==> src/rtl/alu_issue_unit.sv <==
// Issue front end for the shared ALU: decodes funct3/funct7 into ALU ctrl,
// registers operands, captures the ALU result/flags and resolves branches.
module alu_issue_unit #(
   parameter int REG_BITS = 5
) (
   input  logic                clk,
   input  logic                rst_n,
   input  logic                in_valid,
   output logic                in_ready,
   input  logic [2:0]          funct3,
   input  logic                funct7_5,
   input  logic                is_imm,
   input  logic                is_branch,
   input  logic [REG_BITS-1:0] rs1,
   input  logic [REG_BITS-1:0] rs2,
   input  logic [REG_BITS-1:0] imm,
   output logic [REG_BITS-1:0] alu_a,
   output logic [REG_BITS-1:0] alu_b,
   output logic [3:0]          alu_ctrl,
   input  logic [REG_BITS-1:0] alu_c,
   input  logic [3:0]          alu_onzc,
   output logic                out_valid,
   input  logic                out_ready,
   output logic [REG_BITS-1:0] out_result,
   output logic [3:0]          out_flags,
   output logic                out_take,
   output logic                out_err
);

   localparam logic [3:0] C_ADD  = 4'b0000;
   localparam logic [3:0] C_SUB  = 4'b0001;
   localparam logic [3:0] C_AND  = 4'b0010;
   localparam logic [3:0] C_OR   = 4'b0011;
   localparam logic [3:0] C_XOR  = 4'b0100;
   localparam logic [3:0] C_SLT  = 4'b0101;
   localparam logic [3:0] C_SLL  = 4'b0110;
   localparam logic [3:0] C_SLTU = 4'b0111;
   localparam logic [3:0] C_SRL  = 4'b1000;
   localparam logic [3:0] C_SRA  = 4'b1001;

   typedef enum logic [1:0] {IDLE, EXEC, RESP} state_t;

   state_t     state, state_nxt;
   logic [3:0] dec_ctrl;
   logic       br_q;
   logic [2:0] f3_q;
   logic       take, err;
   logic       accept, capture;

   assign accept  = (state == IDLE) && in_valid;
   assign capture = (state == EXEC);

   always_comb begin
      dec_ctrl = C_ADD;
      if (is_branch) begin
         dec_ctrl = C_SUB;
      end else begin
         case (funct3)
            3'b000:  dec_ctrl = (funct7_5 && !is_imm) ? C_SUB : C_ADD;
            3'b001:  dec_ctrl = C_SLL;
            3'b010:  dec_ctrl = C_SLT;
            3'b011:  dec_ctrl = C_SLTU;
            3'b100:  dec_ctrl = C_XOR;
            3'b101:  dec_ctrl = funct7_5 ? C_SRA : C_SRL;
            3'b110:  dec_ctrl = C_OR;
            default: dec_ctrl = C_AND;
         endcase
      end
   end

   // Branch condition from the live ALU flags of the latched compare (A - B).
   always_comb begin
      take = 1'b0;
      err  = 1'b0;
      if (br_q) begin
         case (f3_q)
            3'b000:  take = alu_onzc[1];
            3'b001:  take = !alu_onzc[1];
            3'b100:  take = alu_onzc[2] ^ alu_onzc[3];
            3'b101:  take = !(alu_onzc[2] ^ alu_onzc[3]);
            3'b110:  take = !alu_onzc[0];
            3'b111:  take = alu_onzc[0];
            default: err  = 1'b1;
         endcase
      end
   end

   always_comb begin
      state_nxt = state;
      case (state)
         IDLE:    if (in_valid) state_nxt = EXEC;
         EXEC:    state_nxt = RESP;
         RESP:    if (out_ready) state_nxt = IDLE;
         default: state_nxt = IDLE;
      endcase
   end

   always_ff @(posedge clk or negedge rst_n) begin
      if (!rst_n) state <= IDLE;
      else        state <= state_nxt;
   end

   // Operand registers only move on accept, so the ALU never sees raw inputs.
   always_ff @(posedge clk or negedge rst_n) begin
      if (!rst_n) begin
         alu_a    <= '0;
         alu_b    <= '0;
         alu_ctrl <= C_ADD;
         br_q     <= 1'b0;
         f3_q     <= 3'b000;
      end else if (accept) begin
         alu_a    <= rs1;
         alu_b    <= (is_imm && !is_branch) ? imm : rs2;
         alu_ctrl <= dec_ctrl;
         br_q     <= is_branch;
         f3_q     <= funct3;
      end
   end

   always_ff @(posedge clk or negedge rst_n) begin
      if (!rst_n) begin
         out_result <= '0;
         out_flags  <= 4'b0000;
         out_take   <= 1'b0;
         out_err    <= 1'b0;
      end else if (capture) begin
         out_result <= alu_c;
         out_flags  <= alu_onzc;
         out_take   <= take;
         out_err    <= err;
      end
   end

   assign in_ready  = (state == IDLE);
   assign out_valid = (state == RESP);

endmodule
==> config.mk <==
export PLATFORM = sky130hd
export DESIGN_NAME = alu_issue_unit
export DESIGN_NICKNAME = d
export VERILOG_FILES = /design/src/rtl/alu_issue_unit.sv
export SDC_FILE = /design/constraint.sdc
export NUM_CORES = 1
export LEC_CHECK = 0
export ABC_AREA = 1
export CORE_MARGIN = 5
export CORE_UTILIZATION = 41
export CTS_CLUSTER_SIZE = 30
export DETAILED_ROUTE_END_ITERATION = 6
export GPL_TIMING_DRIVEN = 0
export HOLD_SLACK_MARGIN = 0.1
export PLACE_DENSITY = 0.78
export SLEW_MARGIN = 5
export SYNTH_ARGS = -nofsm -noshare
export SYNTH_HDL_FRONTEND = slang
export SYNTH_SLANG_ARGS = --single-unit
==> constraint.sdc <==
create_clock -name clk -period 1.28 [get_ports clk]
set_input_delay 0.192 -clock clk [delete_from_list [all_inputs] [get_ports clk]]
set_output_delay 0.192 -clock clk [all_outputs]
set_load 0.01 [all_outputs]
**Word level (Yosys, flattened, before mapping)**

Cells that the tools add are included.

- Output and inout port bits: 27
- Input port bits: 34
- Flip-flop bits (word level): 31
- Word-level logic and storage cells: 51

- Bitwise operators: 1
- Equality and inequality tests: 15
- Multiplexer cells: 12
- Reductions and logical operators: 13

Operator list:

| kind | count |
|---|---|
| 4-bit case mux with 7 select lines | 1 |
| 3-bit equality test, second input constant | 7 |
| 3-bit by 1-bit equality test with 1-bit output, second input constant | 2 |
| 3-bit by 2-bit equality test with 1-bit output, second input constant | 2 |
| 3-bit logical NOT | 2 |
| 1-bit case mux with 6 select lines | 1 |
| 2-bit case mux with 3 select lines | 1 |
| 6-bit OR reduction | 1 |
| 1-bit logical NOT | 5 |
| 1-bit two-way mux | 5 |
| 5-bit two-way mux | 1 |
| 2-bit two-way mux | 2 |
| 4-bit two-way mux | 1 |
| 1-bit logical AND | 3 |
| 2-bit by 1-bit equality test with 1-bit output, second input constant | 1 |
| 2-bit equality test, second input constant | 1 |
| 2-bit logical NOT | 1 |
| 2-bit by 1-bit != test with 1-bit output, second input constant | 1 |
| 2-bit != test, second input constant | 1 |
| 2-bit AND reduction | 1 |
| 1-bit bitwise XOR | 1 |

**Logic depth before layout (Yosys ltp)**

Gate-level depths: netlist (run 1).

- Depth in word-level cells: 5
- Gate-level depth with buffers: 8
- Mapped depth without buffers: 8

**Least setup slack after synthesis (run 1)**

OpenSTA, ideal clock, no wires.

- Kind: reg-to-reg
- Start: register state[0]
- End: register alu_ctrl[2]
- Stages on the path, launching flop included: 6
- Path slack: 0.175 ns
- Arrival time: 0.976 ns
- Setup time: 0.129 ns
- Required time: 1.151 ns
- Path buffers: 1
- Cells stage by stage: dfrtp_1 nor2_4 nand2_4 buf_4 nand2_1 o21ai_0

- Longest elaborated chain between the ends: 2

RTL lines:

| element | RTL line | RTL |
|---|---|---|
| start: declaration | 43 | `state_t state, state_nxt;` |
| start signal: assignment | 100 | `else state <= state_nxt;` |
| 2-bit logical NOT | -- |  |
| via in_ready | 9 | `output logic in_ready,` |
| 1-bit logical AND | 50 | `assign accept = (state == IDLE) && in_valid;` |
| end signal: assignment | 114 | `alu_ctrl <= dec_ctrl;` |
| end: declaration | 19 | `output logic [3:0] alu_ctrl,` |

The timed path passes the listed nets, and every way through them passes these cells.
A chain may end at the register's enable or synchronous reset.

**Worst setup path after layout (run 1)**

- Start: register state[1]
- End: output out_valid

- Longest elaborated chain between the ends: 1

RTL lines:

| element | RTL line | RTL |
|---|---|---|
| 2-bit equality test | 135 | `assign out_valid = (state == RESP);` |
| end: declaration | 22 | `output logic out_valid,` |

No other way between the ends.

==> results of run 1 <==
-- worst reg2reg max path: stages, from the launching register on --
cell and delay (ns):
dfrtp_2 0.45, nor2_4 0.14, buf_6 0.13, nand3b_1 0.18, nor2_2 0.18, a21oi_2 0.06
-- power by group --
group / internal [mW] / switching, mW / total, mW
Combinational: 1.02 / 1.02 / 2.04
Clock: 0.214 / 0.312 / 0.526
Sequential: 1.44 / 0.268 / 1.70
-- placed cells by master (no fill, tap or decap), types with 2 or more instances in the layout --
cell	instances
clkbuf_4	5
a21oi_1	2
dfrtp_1	29
nor2_2	3
nand3_1	4
inv_1	12
buf_2	2
nor2_1	12
buf_4	4
nand2_1	65
o21ai_0	16
clkdlybuf4s50_1	32
buf_8	2
dfrtp_2	2
buf_6	3
dlygate4sd2_1	25
clkbuf_1	2
nor2_4	2
o21ai_1	5
inv_2	3
-- layout make-up --
| cell class | instances | share of cell area, % |
|---|---|---|
| sequential | 31 | 35.9 |
| timing repair buffer | 67 | 29.3 |
| multi-input combinational | 116 | 24.6 |
| inverter | 16 | 3.34 |
| tap | 46 | 2.65 |
| clock buffer | 7 | 2.07 |
| buffer | 3 | 1.90 |
| clock inverter | 1 | 0.231 |
-- Yosys cell counts, drive strengths merged --
library cell  count
buf               3
o31ai             1
o21ai            22
o21a              1
xor2              1
nand3             4
a21oi             3
nand2            66
dfrtp            31
nor2             17
nand3b            1
inv              16
-- kinds of logic (layout without fill, tap and decap cells) --
family | Yosys count | in the layout | share of synthesized area [%]
AND/OR/NAND/NOR | 88 | 88 | 26.2
flip-flops | 31 | 31 | 55.9
XOR/XNOR | 1 | 1 | 0.631
AO/OA/AOI/OAI | 27 | 27 | 10.6
buffers and inverters | 19 | 94 | 6.67
-- per-stage QoR --
stage	cell area, sq um	power (mW)	setup slack, ns	instances
4_1_cts	2080	4.13	0.000554	283
3_5_place_dp	2040	3.83	-0.205	272
3_3_place_gp	2050	3.80	-0.551	272
6_report	2170	4.27	0.0439	287
5_1_grt	2170	4.68	-0.0377	287
2_1_floorplan	1390	2.71	0.175	166
-- worst min-delay path by stage --
stage	start	endpoint	slack, ns	cells after the start
after CTS	rs1[0]	alu_a[0]	0.37	3
after global routing	alu_c[2]	out_result[2]	0.38	3
after global placement	out_flags[1]	out_flags[1]	0.45	2
after floorplan	rst_n	alu_a[0]	-0.10	0
after detailed placement	rst_n	out_result[3]	0.27	1
final	rs1[0]	alu_a[0]	0.39	3
-- state kept, by name, indices dropped and copies added (netlist names) --
name        cells
alu_a           5
alu_b           5
out_result      5
alu_ctrl        4
out_flags       4
f3_q            3
state           2
br_q            1
out_err         1
out_take        1
-- layer usage --
layer / GRT usage [%] / share of wire [%] / vias to the layer above
met5: 0 / 0 / -
met4: 6.95 / 1.7 / 0
met3: 7.06 / 8.9 / 6
met2: 26.5 / 48 / 42
met1: 18.1 / 41 / 586
li1: - / - / 670
-- repair_timing --
| item | CTS | global route |
|---|---|---|
| cloned | 0 | 1 |
| hold buffers | 1 | 0 |
| hold endpoints to repair | 31 | 0 |
| pin swaps | 1 | 4 |
| setup endpoints to repair | 27 | 20 |
| resized for setup | 35 | 14 |
| buffers inserted | 2 | 3 |
==> impl_metrics.ini, run 1 <==
[outcome]
status = completed

[detailed_routing]
vias = 1304
drt_iter0_drc = 49
wl_per_cell_um = 11.6
finalWirelength_um = 3320
drc = 0
ant_nets = 0
drtPass1Iterations = 4
viasPerCell = 4.54

[die]
die_area_sq_um = 4650
die_w_um = 68.2
row_count = 21
coreArea_sq_um = 3310
start_util_pct = 42.0
die_h_um = 68.2
ios = 61

[timing]
finalCritPeriodShare_pct = 96.6
finalClockSkew_ns = 0.00566
min_period_ns = 1.24
fin_setup_tns_ns = 0
max_slew_margin_pct = 54.6
hold_ws_ns = 0.389
grt_setup_unrepaired = yes
tightestPinTransition_ns = 0.680
fmax_mhz = 809
setup_viol = 0
hold_violations = 0
drv_slew = 0

[cells_and_area]
nFillCells = 326
antenna_cells = 0
finish.utilization_pct = 65.6
ff_latch_area_sq_um = 778
area_growth_pct = 56.3
drive_above_1_share_pct = 13.3
nets = 274
multi_input_area_sq_um = 534

[power_and_ir_drop]
p_leak_nw = 1.10
vdd_drop_max_mv = 0.875
powerDensity_nw_per_um2 = 1970

[cts]
cts_tree = yes
cts_inserted_buffers = 5
cts_buffer_depth = 2
root_buffer = clkbuf_4
clock_sinks = 31
h-tree-depth = 2
clk_pin_slew_worst_paths_ns = 0.09
clk_latency_ns = 0.33

[setup_path]
end_kind = output port
crit_start = state[1]
critPathSlowestCell = dfrtp_2
cp_num_cells = 3
worst_ep_arrival_time_ns = 1.04
r2r_end = alu_ctrl[0]
required_ns = 1.09
r2r_cells = 5
cp_cell_sequence = inv_2, nor2_2, buf_2
reg2reg_slack_ns = 0.05
start_kind = register
crit_fanout = 3
worstSetupPathType = register to output port
critical_path_buf_inv_count = 2
slowest_delay_ns = 0.44
crit_family = flip-flops
critical_path.endpoint = out_valid
timing.rr.start = state[0]

[placement]
place_hpwl_um = 2410
io_buffers = 60
gp_congestion = 0.791

[global_route]
grt_pass1_vias = 1284
grt_pass1_wl_um = 5460
overflow = 0
grt_start_max_net_pins = 32
grt.total_usage_pct = 16.1
antenna_found_initial = 0

[yosys]
syn_avg_cell_area_sq_um = 8.37
synth_seq_cells = 31
netlist_instances = 166
yosysTopAreaCell = dfrtp_1
synth_top_area_share_pct = 55.9
ys_seq_area_share_pct = 55.9
synth_area_leaders = dfrtp_1 (56%), nand2_1 (18%), o21ai_0 (6.5%), nor2_1 (3.8%), inv_1 (3.5%)
ys_types = 21
yosys_warnings = 0
syn_area_sq_um = 1390
synth_nets = 200

[min_path]
hold_class = input pin to register

[run]
drv_cap = 0
Note: power is estimated with default switching activity, not from simulation.
==> run 2: changes to the inputs <==
--- a/constraint.sdc
+++ b/constraint.sdc
@@ -3,2 +3,2 @@
 set_output_delay 0.192 -clock clk [all_outputs]
-set_load 0.01 [all_outputs]
+set_load 0.05 [all_outputs]
==> run 2 against run 1 <==
Effect of this change: the flow now finishes with violations (negative setup slack); clock power is 5.9% lower; flip-flop and latch count stayed put; count of clock-buffer cells in the layout is 1 lower; fmax is 4.0% lower; hold slack worse by 0.0024 ns.
==> impl_metrics.ini, run 2 (synthesis results as in run 1) <==
[outcome]
status = finished with violations
violations = negative setup slack

[timing]
finalClockSkew_ns = 0.00579
max_slew_margin_pct = 54.5
fmax_mhz = 777
setup_viol = 1
grt_setup_unrepaired = yes
fin_setup_tns_ns = -0.00748
drv_slew = 0
hold_violations = 0
hold_ws_ns = 0.387
tightestPinTransition_ns = 0.683
min_period_ns = 1.29
fin_ws_ns = -0.00748
finalCritPeriodShare_pct = 101

[cells_and_area]
finish.utilization_pct = 63.2
final_cell_mix = nand2_1 (65), clkdlybuf4s50_1 (32), dfrtp_1 (29)
stdcell_area_sq_um = 2090
antenna_cells = 0
drive_above_1_share_pct = 23.8
final_common_cell = nand2_1
area_growth_pct = 50.5
layoutNonFillerInstCount = 286
largest_registers = alu_a: 5 flops, alu_b: 5 flops, out_result: 5 flops
nFillCells = 340
nets = 275

[cts]
cts_inserted_buffers = 5
clk_latency_ns = 0.33
clock_sinks = 31
cts_tree = yes
cts_buffer_depth = 2
clk_pin_slew_worst_paths_ns = 0.09
root_buffer = clkbuf_4
h-tree-depth = 2

[min_path]
hold_class = input pin to register
hp-start = rs1[4]

[setup_path]
crit_start = state[1]
start_kind = register
end_kind = output port
worstSetupPathType = register to output port
required_ns = 1.09
critPathSlowestCell = dfrtp_2
cp_cell_sequence = inv_2, nor2_4, buf_8
slowest_delay_ns = 0.42
critical_path_buf_inv_count = 2
worst_ep_arrival_time_ns = 1.10
crit_family = flip-flops
reg2reg_slack_ns = 0.01
timing.rr.start = state[0]
crit_fanout = 3

[detailed_routing]
wl_per_cell_um = 12.1
drc = 0
finalWirelength_um = 3470
drtPass1Iterations = 4
drt_iter0_drc = 36
ant_nets = 0
vias = 1322
viasPerCell = 4.62

[global_route]
grt_pass1_vias = 1225
grt.total_usage_pct = 16.0
grt_pass1_wl_um = 5440
antenna_found_initial = 0
grt_start_max_net_pins = 32
overflow = 0

[power_and_ir_drop]
p_total_mw = 5.54
powerDensity_nw_per_um2 = 2650
p_leak_nw = 1.06
vdd_drop_max_mv = 1.39

[die]
row_count = 21
start_util_pct = 42.0
ios = 61
die_h_um = 68.2
die_area_sq_um = 4650
coreArea_sq_um = 3310
die_w_um = 68.2

[placement]
io_buffers = 60
place_area_sq_um = 2050
post-place-ws_ns = -0.372
place_hpwl_um = 2500
gp_congestion = 0.766
dp_cells = 272

[run]
drv_cap = 0
run 2: cell types whose count changed in the layout (fill, tap and decap cells not counted), sizes merged:
cell | previous run | this run
clkbuf | 8 | 7
buf | 11 | 37
clkinv | 2 | 0
dlygate4sd2 | 25 | 0
inv | 15 | 16
run 2: per-layer routing:
metal	global-route usage (%)	routed length, um	up-vias	part of all wire (%)
met5	0	0	-	0
met4	5.96	55	0	1.6
li1	-	-	669	-
met2	25.8	1610	43	46
met3	6.73	307	8	8.9
met1	19.1	1500	602	43
run 2: worst paths after layout:
kind / cells past startpoint / end
setup reg to reg: 7 / out_err
min in group asynchronous: 2 / out_result[1]
setup / recovery: 3 / out_valid
hold / removal: 3 / alu_a[4]
hold reg to reg: 2 / out_result[2]
max in group asynchronous: 2 / state[0]
run 2: what timing repair did:
item | 4_1_cts | 5_1_grt
pin swaps | 1 | 6
resized for setup | 98 | 57
hold buffers | 1 | 0
buffers inserted | 2 | 4
endpoints found under the setup margin | 27 | 38
hold endpoints to repair | 31 | 0
cloned | 0 | 1
run 2: layout make-up:
class	count	area (sq um)	share of cell area, %
Sequential cell	31	778	37.2
Timing Repair Buffer	68	564	27.0
Tap cell	46	57.6	2.75
Clock buffer	6	41.3	1.97
Buffer	3	37.5	1.80
Multi-Input combinational cell	116	544	26.0
Inverter	16	67.6	3.23
run 2: power breakdown:
| part | leakage (nW) | internal, mW | total, mW | switching, mW |
|---|---|---|---|---|
| clock network | 0.0242 | 0.195 | 0.495 | 0.300 |
| registers | 0.381 | 1.44 | 1.71 | 0.279 |
| logic | 0.653 | 1.02 | 3.33 | 2.32 |
| total | 1.06 | 2.65 | 5.54 | 2.90 |
run 2: worst min-delay path, stage by stage:
cell and delay, ns:
clkdlybuf4s50_1 0.39, nand2_1 0.06, nand2_1 0.04
==> run 3: changes to the inputs <==
- CORE_UTILIZATION: 41 -> 40
- CTS_BUF_LIST: default -> sky130_fd_sc_hd__clkbuf_8
- PLACE_DENSITY: 0.78 -> 0.77
==> run 3 against run 2 <==
Effect of this change: the run still ends with negative setup slack left; critical path depth fell by 1; count of clock-buffer cells in the layout fell by 1; die area rose by 2.1%; non-clock buffer count fell by 4; power rose by 4.9%; fmax rose by 0.24%; combinational power barely moved; first-iteration DRC count rose by 2.8%; via count fell by 1.1%; wire length fell by 0.55%; critical endpoint is now in_ready; largest cell class unchanged; largest power group unchanged.
==> impl_metrics.ini, run 3 (synthesis results as in run 1) <==
[cells_and_area]
area_growth_pct = 59.6
final_cell_mix = nand2_1 (65), clkdlybuf4s50_1 (32), dfrtp_1 (29)
layoutNonFillerInstCount = 284
drive_above_1_share_pct = 23.9
largest_registers = alu_a: 5 flops, alu_b: 5 flops, out_result: 5 flops
final_common_cell = nand2_1
nets = 271
finish.utilization_pct = 66.4
antenna_cells = 0

[outcome]
status = finished with violations
violations = negative setup slack

[setup_path]
start_kind = register
crit_fanout = 3
worstSetupPathType = register to output port
required_ns = 1.09
worst_ep_arrival_time_ns = 1.09
end_kind = output port

[detailed_routing]
wl_per_cell_um = 12.1
vias = 1307
drtPass1Iterations = 4
finalWirelength_um = 3450
ant_nets = 0
drt_iter0_drc = 37
drc = 0
viasPerCell = 4.60

[timing]
tightestPinTransition_ns = 0.715
max_slew_margin_pct = 52.3
fin_ws_ns = -0.00434
grt_setup_unrepaired = yes
hold_ws_ns = 0.440
finalCritPeriodShare_pct = 100
setup_viol = 1
finalClockSkew_ns = 0.00222
min_period_ns = 1.28
fmax_mhz = 779
hold_violations = 0
drv_slew = 0

[power_and_ir_drop]
p_int_mw = 2.90
p_seq_share_pct = 30.0
vdd_drop_max_mv = 1.35
combPwrFrac_pct = 57.5
swShare_pct = 50.1
p_total_mw = 5.82
p_leak_nw = 1.05
powerDensity_nw_per_um2 = 2620
clkPwrFrac_pct = 12.6
p_sw_mw = 2.91

[cts]
root_buffer = clkbuf_8
clk_pin_slew_worst_paths_ns = 0.06
h-tree-depth = 2
cts_tree = yes
clock_sinks = 31
clk_latency_ns = 0.28
cts_buffer_depth = 2
cts_inserted_buffers = 5

[placement]
post-place-ws_ns = -0.366
io_buffers = 60
gp_congestion = 0.744
place_hpwl_um = 2610
dp_cells = 272

[global_route]
overflow = 0
grt.total_usage_pct = 16.2
antenna_found_initial = 0
grt_start_max_net_pins = 32
grt_pass1_vias = 1237
grt_pass1_wl_um = 5590

[die]
die_h_um = 68.9
die_area_sq_um = 4750
start_util_pct = 41.6
coreArea_sq_um = 3340
row_count = 21
die_w_um = 68.9
ios = 61

[min_path]
hold_class = input pin to register

[run]
drv_cap = 0
run 3: cell types whose count changed in the layout (fill, tap and decap cells not counted), moves of 2 or more:
cell / delta
clkdlybuf4s15_2: +24
clkinv_2: +3
clkbuf_4: -5
buf_4: -2
buf_2: -24
o21ai_0: +3
o21ai_1: -3
clkbuf_8: +5
run 3: layer usage:
metal  vias up  global-route usage [%]  wire, um
met2        40                    27.1      1610
met1       600                    18.8      1470
met3         7                    6.16       316
li1        660                       -         -
met4         0                    5.84        47
met5         -                       0         0
run 3: through the flow:
step / area [sq um] / setup TNS, ns
after floorplan: 1400 / -0.147
after global placement: 2060 / -20.11
after detailed placement: 2050 / -3.09
after CTS: 2190 / -0.0311
after global routing: 2220 / -0.105
final: 2220 / -0.00434
run 3: area by class of cell:
type / instances / area (sq um)
Fill cell: 307 / 1120
Timing Repair Buffer: 64 / 659
Multi-Input combinational cell: 116 / 538
Clock inverter: 3 / 15.0
Sequential cell: 31 / 778
Buffer: 3 / 37.5
Inverter: 16 / 62.6
Tap cell: 46 / 57.6
Clock buffer: 5 / 68.8
run 3: what timing repair did:
| action | CTS | global route |
|---|---|---|
| pin swaps | 1 | 3 |
| endpoints found under the setup margin | 27 | 12 |
| hold buffers | 1 | 0 |
| buffers inserted | 0 | 3 |
| gates resized for setup | 93 | 7 |
| hold endpoints to repair | 31 | 0 |
run 3: power groups by stage:
| stage | clock, mW | combinational (mW) | sequential (mW) |
|---|---|---|---|
| 2_1_floorplan | 0 | 0.955 | 3.01 |
| 3_3_place_gp | 0 | 3.34 | 1.73 |
| 6_report | 0.731 | 3.34 | 1.74 |
| 3_5_place_dp | 0 | 3.40 | 1.75 |
| 5_1_grt | 0.798 | 3.57 | 1.80 |
| 4_1_cts | 0.758 | 3.33 | 1.75 |
run 3: final timing paths:
check | to | slack [ns] | cells after the start | from
max | in_ready | -0.004 | 2 | state[1]
min | alu_a[2] | 0.44 | 3 | rs1[2]
max reg2reg | alu_ctrl[0] | 0.07 | 4 | state[1]
min reg2reg | out_result[4] | 0.47 | 2 | out_result[4]
max in group asynchronous | state[0] | 0.29 | 2 | rst_n
min in group asynchronous | out_result[3] | 0.50 | 2 | rst_n
run 3: critical path, cell delays in order (launching register included):
cell     delay [ns]
dfrtp_2        0.45
nor2_4         0.19
buf_8          0.17
